==> src/rtl/vend_pkg.sv <==
// Shared types and coin constants for the change dispenser.
package vend_pkg;

    typedef enum logic [3:0] {
        ST_IDLE     = 4'd0,
        ST_SELECT   = 4'd1,
        ST_PULSE    = 4'd2,
        ST_WAIT_ACK = 4'd3,
        ST_DONE     = 4'd4,
        ST_ERROR    = 4'd15
    } disp_state_t;

    localparam int unsigned Q_UNITS = 5;
    localparam int unsigned D_UNITS = 2;
    localparam int unsigned N_UNITS = 1;

    typedef enum logic [1:0] {
        COIN_Q,
        COIN_D,
        COIN_N
    } coin_t;

    // Greedy choice: largest coin that does not exceed the amount owed.
    function automatic coin_t pick_coin(input int unsigned units);
        if (units >= Q_UNITS)      return COIN_Q;
        else if (units >= D_UNITS) return COIN_D;
        else                       return COIN_N;
    endfunction

    function automatic int unsigned coin_units(input coin_t c);
        case (c)
            COIN_Q:  return Q_UNITS;
            COIN_D:  return D_UNITS;
            default: return N_UNITS;
        endcase
    endfunction

endpackage

==> src/rtl/disp_timer.sv <==
// Loadable down-counter shared by the eject-pulse width and the ack timeout.
module disp_timer #(
    parameter int unsigned W = 10
) (
    input  logic         clk,
    input  logic         rst,
    input  logic         load,
    input  logic [W-1:0] load_val,
    input  logic         dec,
    output logic         zero
);

    logic [W-1:0] count;

    always_ff @(posedge clk or posedge rst) begin
        if (rst)
            count <= '0;
        else if (load)
            count <= load_val;
        else if (dec && count != '0)
            count <= count - 1'b1;
    end

    assign zero = (count == '0);

endmodule

==> src/rtl/change_dispenser.sv <==
// Pays out owed change as greedy quarter/dime/nickel eject pulses,
// waiting for the hopper's coin_seen acknowledge after each coin.
module change_dispenser
    import vend_pkg::*;
#(
    parameter int unsigned CHG_W          = 6,
    parameter int unsigned PULSE_CYCLES   = 16,
    parameter int unsigned TIMEOUT_CYCLES = 1000
) (
    input  logic             CLK50M,
    input  logic             reset,
    input  logic             vend_req,
    input  logic [CHG_W-1:0] change_units,
    input  logic             hopper_ready,
    input  logic             coin_seen,
    input  logic             clr_err,
    output logic             eject_q,
    output logic             eject_d,
    output logic             eject_n,
    output logic             busy,
    output logic             done,
    output logic             err,
    output logic [CHG_W-1:0] remaining,
    output logic [3:0]       led
);

    localparam int unsigned MAX_CNT = (PULSE_CYCLES > TIMEOUT_CYCLES) ? PULSE_CYCLES : TIMEOUT_CYCLES;
    localparam int unsigned TW      = $clog2(MAX_CNT + 1);

    disp_state_t      state, state_n;
    coin_t            coin, coin_n;
    logic [CHG_W-1:0] remaining_n;
    logic             tmr_load, tmr_dec, tmr_zero;
    logic [TW-1:0]    tmr_val;
    logic             eject_q_n, eject_d_n, eject_n_n;
    logic             busy_n, done_n, err_n;

    disp_timer #(.W(TW)) u_timer (
        .clk      (CLK50M),
        .rst      (reset),
        .load     (tmr_load),
        .load_val (tmr_val),
        .dec      (tmr_dec),
        .zero     (tmr_zero)
    );

    always_comb begin
        state_n     = state;
        coin_n      = coin;
        remaining_n = remaining;
        tmr_load    = 1'b0;
        tmr_val     = '0;
        tmr_dec     = 1'b0;
        case (state)
            ST_IDLE: begin
                if (vend_req) begin
                    remaining_n = change_units;
                    state_n     = (change_units == '0) ? ST_DONE : ST_SELECT;
                end
            end
            ST_SELECT: begin
                coin_n = pick_coin(32'(remaining));
                if (hopper_ready) begin
                    state_n  = ST_PULSE;
                    tmr_load = 1'b1;
                    tmr_val  = TW'(PULSE_CYCLES - 1);
                end
            end
            ST_PULSE: begin
                if (tmr_zero) begin
                    state_n  = ST_WAIT_ACK;
                    tmr_load = 1'b1;
                    tmr_val  = TW'(TIMEOUT_CYCLES - 1);
                end else begin
                    tmr_dec = 1'b1;
                end
            end
            ST_WAIT_ACK: begin
                // coin_seen is checked first so it wins over a same-cycle timeout
                if (coin_seen) begin
                    remaining_n = remaining - CHG_W'(coin_units(coin));
                    state_n     = (remaining_n == '0) ? ST_DONE : ST_SELECT;
                end else if (tmr_zero) begin
                    state_n = ST_ERROR;
                end else begin
                    tmr_dec = 1'b1;
                end
            end
            ST_DONE: state_n = ST_IDLE;
            ST_ERROR: begin
                if (clr_err) begin
                    remaining_n = '0;
                    state_n     = ST_IDLE;
                end
            end
            default: state_n = ST_IDLE;
        endcase

        eject_q_n = (state_n == ST_PULSE) && (coin_n == COIN_Q);
        eject_d_n = (state_n == ST_PULSE) && (coin_n == COIN_D);
        eject_n_n = (state_n == ST_PULSE) && (coin_n == COIN_N);
        busy_n    = state_n inside {ST_SELECT, ST_PULSE, ST_WAIT_ACK, ST_DONE};
        done_n    = (state == ST_DONE);
        err_n     = (state_n == ST_ERROR);
    end

    always_ff @(posedge CLK50M or posedge reset) begin
        if (reset) begin
            state     <= ST_IDLE;
            coin      <= COIN_N;
            remaining <= '0;
            eject_q   <= 1'b0;
            eject_d   <= 1'b0;
            eject_n   <= 1'b0;
            busy      <= 1'b0;
            done      <= 1'b0;
            err       <= 1'b0;
        end else begin
            state     <= state_n;
            coin      <= coin_n;
            remaining <= remaining_n;
            eject_q   <= eject_q_n;
            eject_d   <= eject_d_n;
            eject_n   <= eject_n_n;
            busy      <= busy_n;
            done      <= done_n;
            err       <= err_n;
        end
    end

    assign led = state;

endmodule

==> config.mk <==
export PLATFORM = sky130hd
export DESIGN_NAME = change_dispenser
export DESIGN_NICKNAME = d
export VERILOG_FILES = /design/src/rtl/vend_pkg.sv /design/src/rtl/disp_timer.sv /design/src/rtl/change_dispenser.sv
export SDC_FILE = /design/constraint.sdc
export NUM_CORES = 1
export LEC_CHECK = 0
export CAP_MARGIN = 5
export CORE_MARGIN = 4
export CORE_UTILIZATION = 25
export CTS_BUF_LIST = sky130_fd_sc_hd__clkbuf_16
export CTS_CLUSTER_DIAMETER = 100
export DETAILED_ROUTE_END_ITERATION = 6
export SLEW_MARGIN = 40
export SYNTH_ARGS = -nofsm -noshare
export SYNTH_HDL_FRONTEND = slang
export SYNTH_HIERARCHICAL = 1
export SYNTH_SLANG_ARGS = --single-unit
==> constraint.sdc <==
create_clock -name CLK50M -period 3.09 [get_ports CLK50M]
set_clock_uncertainty 0.1 [all_clocks]
set_input_delay 0.309 -clock CLK50M [delete_from_list [all_inputs] [get_ports CLK50M]]
set_output_delay 0.309 -clock CLK50M [all_outputs]
set_load 0.02 [all_outputs]
==> impl_metrics.env <==
export IMPL_status="finished, final reports clean"
export IMPL_grtUsageMet3_pct=1.30
export IMPL_ios=28
export IMPL_clockBufferDepth=2
export IMPL_design_area_um2=2270
export IMPL_row_count=30
export IMPL_power_density_nw_per_um2=1040
export IMPL_busiest_layer="met2"
export IMPL_critPathKind="reg2reg"
export IMPL_clk_pin_slew_worst_paths_ns=0.07
export IMPL_antenna_found_initial=0
export IMPL_numCtsBuffers=3
export IMPL_final_setup_tns_ns=0
export IMPL_dpl_hpwl_mm=3.38
export IMPL_die_area_um2=8560
export IMPL_gp_routability_congestion=0.846
export IMPL_cts_resized=0
export IMPL_slew_headroom_pct=53.8
export IMPL_grt_pass1_wl_mm=7.48
export IMPL_clk_latency_ns=0.27
export IMPL_power_leakage_uw=0.000926
export IMPL_slew_viol_final=0
export IMPL_synth_area_per_cell_um2=9.30
export IMPL_holdBufCountCts=0
export IMPL_diodes=0
export IMPL_area_growth_pct=27.3
export IMPL_yosys_warnings=6
export IMPL_ir_drop_v=0.000374
export IMPL_path_max_fanout=23
export IMPL_fmax_ghz=0.374
export IMPL_finalSetupViolCount=0
export IMPL_routed_via_density=4.79
export IMPL_drive_above_1_share_pct=10.5
export IMPL_synthTopCellsByArea="dfrtp_1 (38%), nand2_1 (3.8%), a21oi_1 (3.6%)"
export IMPL_place_ws_ns=0.434
export IMPL_startpoint_type="register"
export IMPL_critPathRequiredTime_ns=3.14
export IMPL_vias=1510
export IMPL_synthCells=192
export IMPL_cp_slowest_stage_delay_ns=0.45
export IMPL_dpl_instance_area_um2=2170
export IMPL_critPathArrivalTime_ns=2.72
export IMPL_period_needed_ns=2.68
export IMPL_yosysTopAreaCell="dfrtp_1"
export IMPL_hold_viol_final=0
export IMPL_core_area_um2=6870
export IMPL_synthDominantCellAreaShare_pct=37.8
export IMPL_async_reset_ff_share_pct=100
export IMPL_yosys_cell_types_count=56
export IMPL_synth_nets=209
export IMPL_die_x_um=92.5
export IMPL_wl_per_cell_um=14.0
export IMPL_ys_seq_area_share_pct=39.3
export IMPL_portBuffers=27
export IMPL_tightest_slew_ns=0.689
export IMPL_finalNetCount=237
export IMPL_rsz0062_at_grt="false"
export IMPL_fin_util_pct=33.1
export IMPL_grt_overflow_total=0
export IMPL_clkSinkCount=28
export IMPL_first_pass_iters=4
export IMPL_grtUsageMet2_pct=18.7
export IMPL_fin_crit_sh_pct=86.6
export IMPL_htreeDepth=1
export IMPL_hp_class="in2async"
export IMPL_path_cells="nor4_2, nand4_1, inv_1, nor4b_1, and2_1, or2_2, nor2b_1, a221o_1"
export IMPL_ys_seq_elements=28
export IMPL_cts_tree="built"
export IMPL_synthesis_area_um2=1790
export IMPL_drt_antenna_violating_nets=0
export IMPL_ys_flop_type="dfrtp_1"
export IMPL_die_h_um=92.5
export IMPL_drc=0
export IMPL_worst_setup_path_end_kind="register"
export IMPL_layout_common_cells="dfrtp_1 (27), clkdlybuf4s50_1 (27), nand2_1 (18), a21oi_1 (13), inv_1 (13)"
export IMPL_maxCapViolCount=0
export IMPL_postCtsSetupBuffers=0
export IMPL_cpMaxStageDelayCell="dfrtp_1"
export IMPL_synth_edf_count=0
export IMPL_cts_root_buf="clkbuf_16"
export IMPL_fin_ws_ns=0.414
export IMPL_grt_max_degree=24
export IMPL_grt_use_met1_pct=14.1
export IMPL_start_util_pct=26.0
export IMPL_grt_pass1_vias=1528
export IMPL_grt_util_all_layers_pct=10.8
export IMPL_routed_wl_mm=4.41
export IMPL_dr_first_iter_drc_count=39
-- per-layer routing --
layer,vias to the layer above,routed length (um)
met2,21,2230
met5,-,0
met1,729,2060
met4,0,34
met3,4,82
li1,756,-
-- power by group --
group          internal (uW)  switching, uW
combinational            586            722
sequential               498            169
clock                    258            131
total                   1340           1020
-- Yosys cell counts, types with 2 or more instances --
| cell | count |
|---|---|
| nand2b_1 | 2 |
| o21ai_0 | 8 |
| a21oi_1 | 13 |
| and4b_1 | 3 |
| xnor2_1 | 3 |
| mux2i_1 | 3 |
| or2_2 | 2 |
| nor2b_1 | 3 |
| or2b_1 | 2 |
| dfrtp_1 | 27 |
| inv_1 | 14 |
| nand4_1 | 4 |
| nor4b_1 | 3 |
| buf_2 | 3 |
| a22o_1 | 3 |
| and2_1 | 3 |
| ha_1 | 4 |
| xor2_1 | 3 |
| a21o_1 | 2 |
| o31ai_1 | 5 |
| o21a_1 | 3 |
| nand3b_1 | 2 |
| nor2_1 | 11 |
| nand2_1 | 18 |
| or4_4 | 2 |
| nor3b_2 | 2 |
| nor3b_1 | 3 |
| o21ai_1 | 6 |
| clkbuf_1 | 4 |
| nor3_1 | 5 |
-- cell families (layout without fill, tap and decap cells) --
family	count (synthesis)	after routing	synth area share, %
and+or+nand+nor	75	75	26.5
AOI/OAI and AO/OA	52	52	20.2
other	1	1	0.210
adders and majority gates	5	5	3.92
muxes	4	4	2.31
DFF	28	28	39.3
xor gates and xnor gates	6	6	2.94
buffers and inverters	21	48	4.62
-- worst paths after layout --
| check | startpoint | end | slack [ns] | cells after the start |
|---|---|---|---|---|
| worst max-delay path | u_timer/count[5] | u_timer/count[8] | 0.41 | 8 |
| worst min-delay path | reset | u_timer/count[3] | 0.26 | 2 |
| worst max register to register | u_timer/count[5] | u_timer/count[8] | 0.41 | 8 |
| worst min register to register | coin[1] | coin[1] | 0.41 | 2 |
| max in group asynchronous | reset | coin[1] | 2.23 | 2 |
| min in group CLK50M | coin[1] | coin[1] | 0.41 | 2 |
-- metrics by stage --
step                      hold slack, ns  cells  total power (uW)
after floorplan                   0.0492    192              1580
after CTS                          0.259    315              2380
after global placement             0.405    311              1950
after global routing               0.292    315              2560
final                              0.259    315              2370
after detailed placement           0.403    311              1980
-- state kept, by name, indices dropped and copies added, names as in the netlist --
signal         cells
eject_d            1
eject_q            1
done               1
busy               1
remaining          6
u_timer/count     10
coin               2
err                1
eject_n            1
led                4
-- area by class of cell --
| cell class | instances | area (um2) |
|---|---|---|
| Clock buffer | 3 | 75.1 |
| Clock inverter | 1 | 30.0 |
| Fill cell | 700 | 4600 |
| Inverter | 14 | 52.6 |
| Multi-Input combinational cell | 143 | 1000 |
| Sequential cell | 28 | 702 |
| Tap cell | 96 | 120 |
| Timing Repair Buffer | 30 | 293 |
-- worst max-delay path, delay by kind of cell, from the launching register on --
kind                   cells  cell delay (ns)
flip-flops                 1             0.45
buffers and inverters      1             0.14
AO/OA/AOI/OAI              1             0.33
AND/OR/NAND/NOR            6             1.54
(Power assumes the default switching activity.)
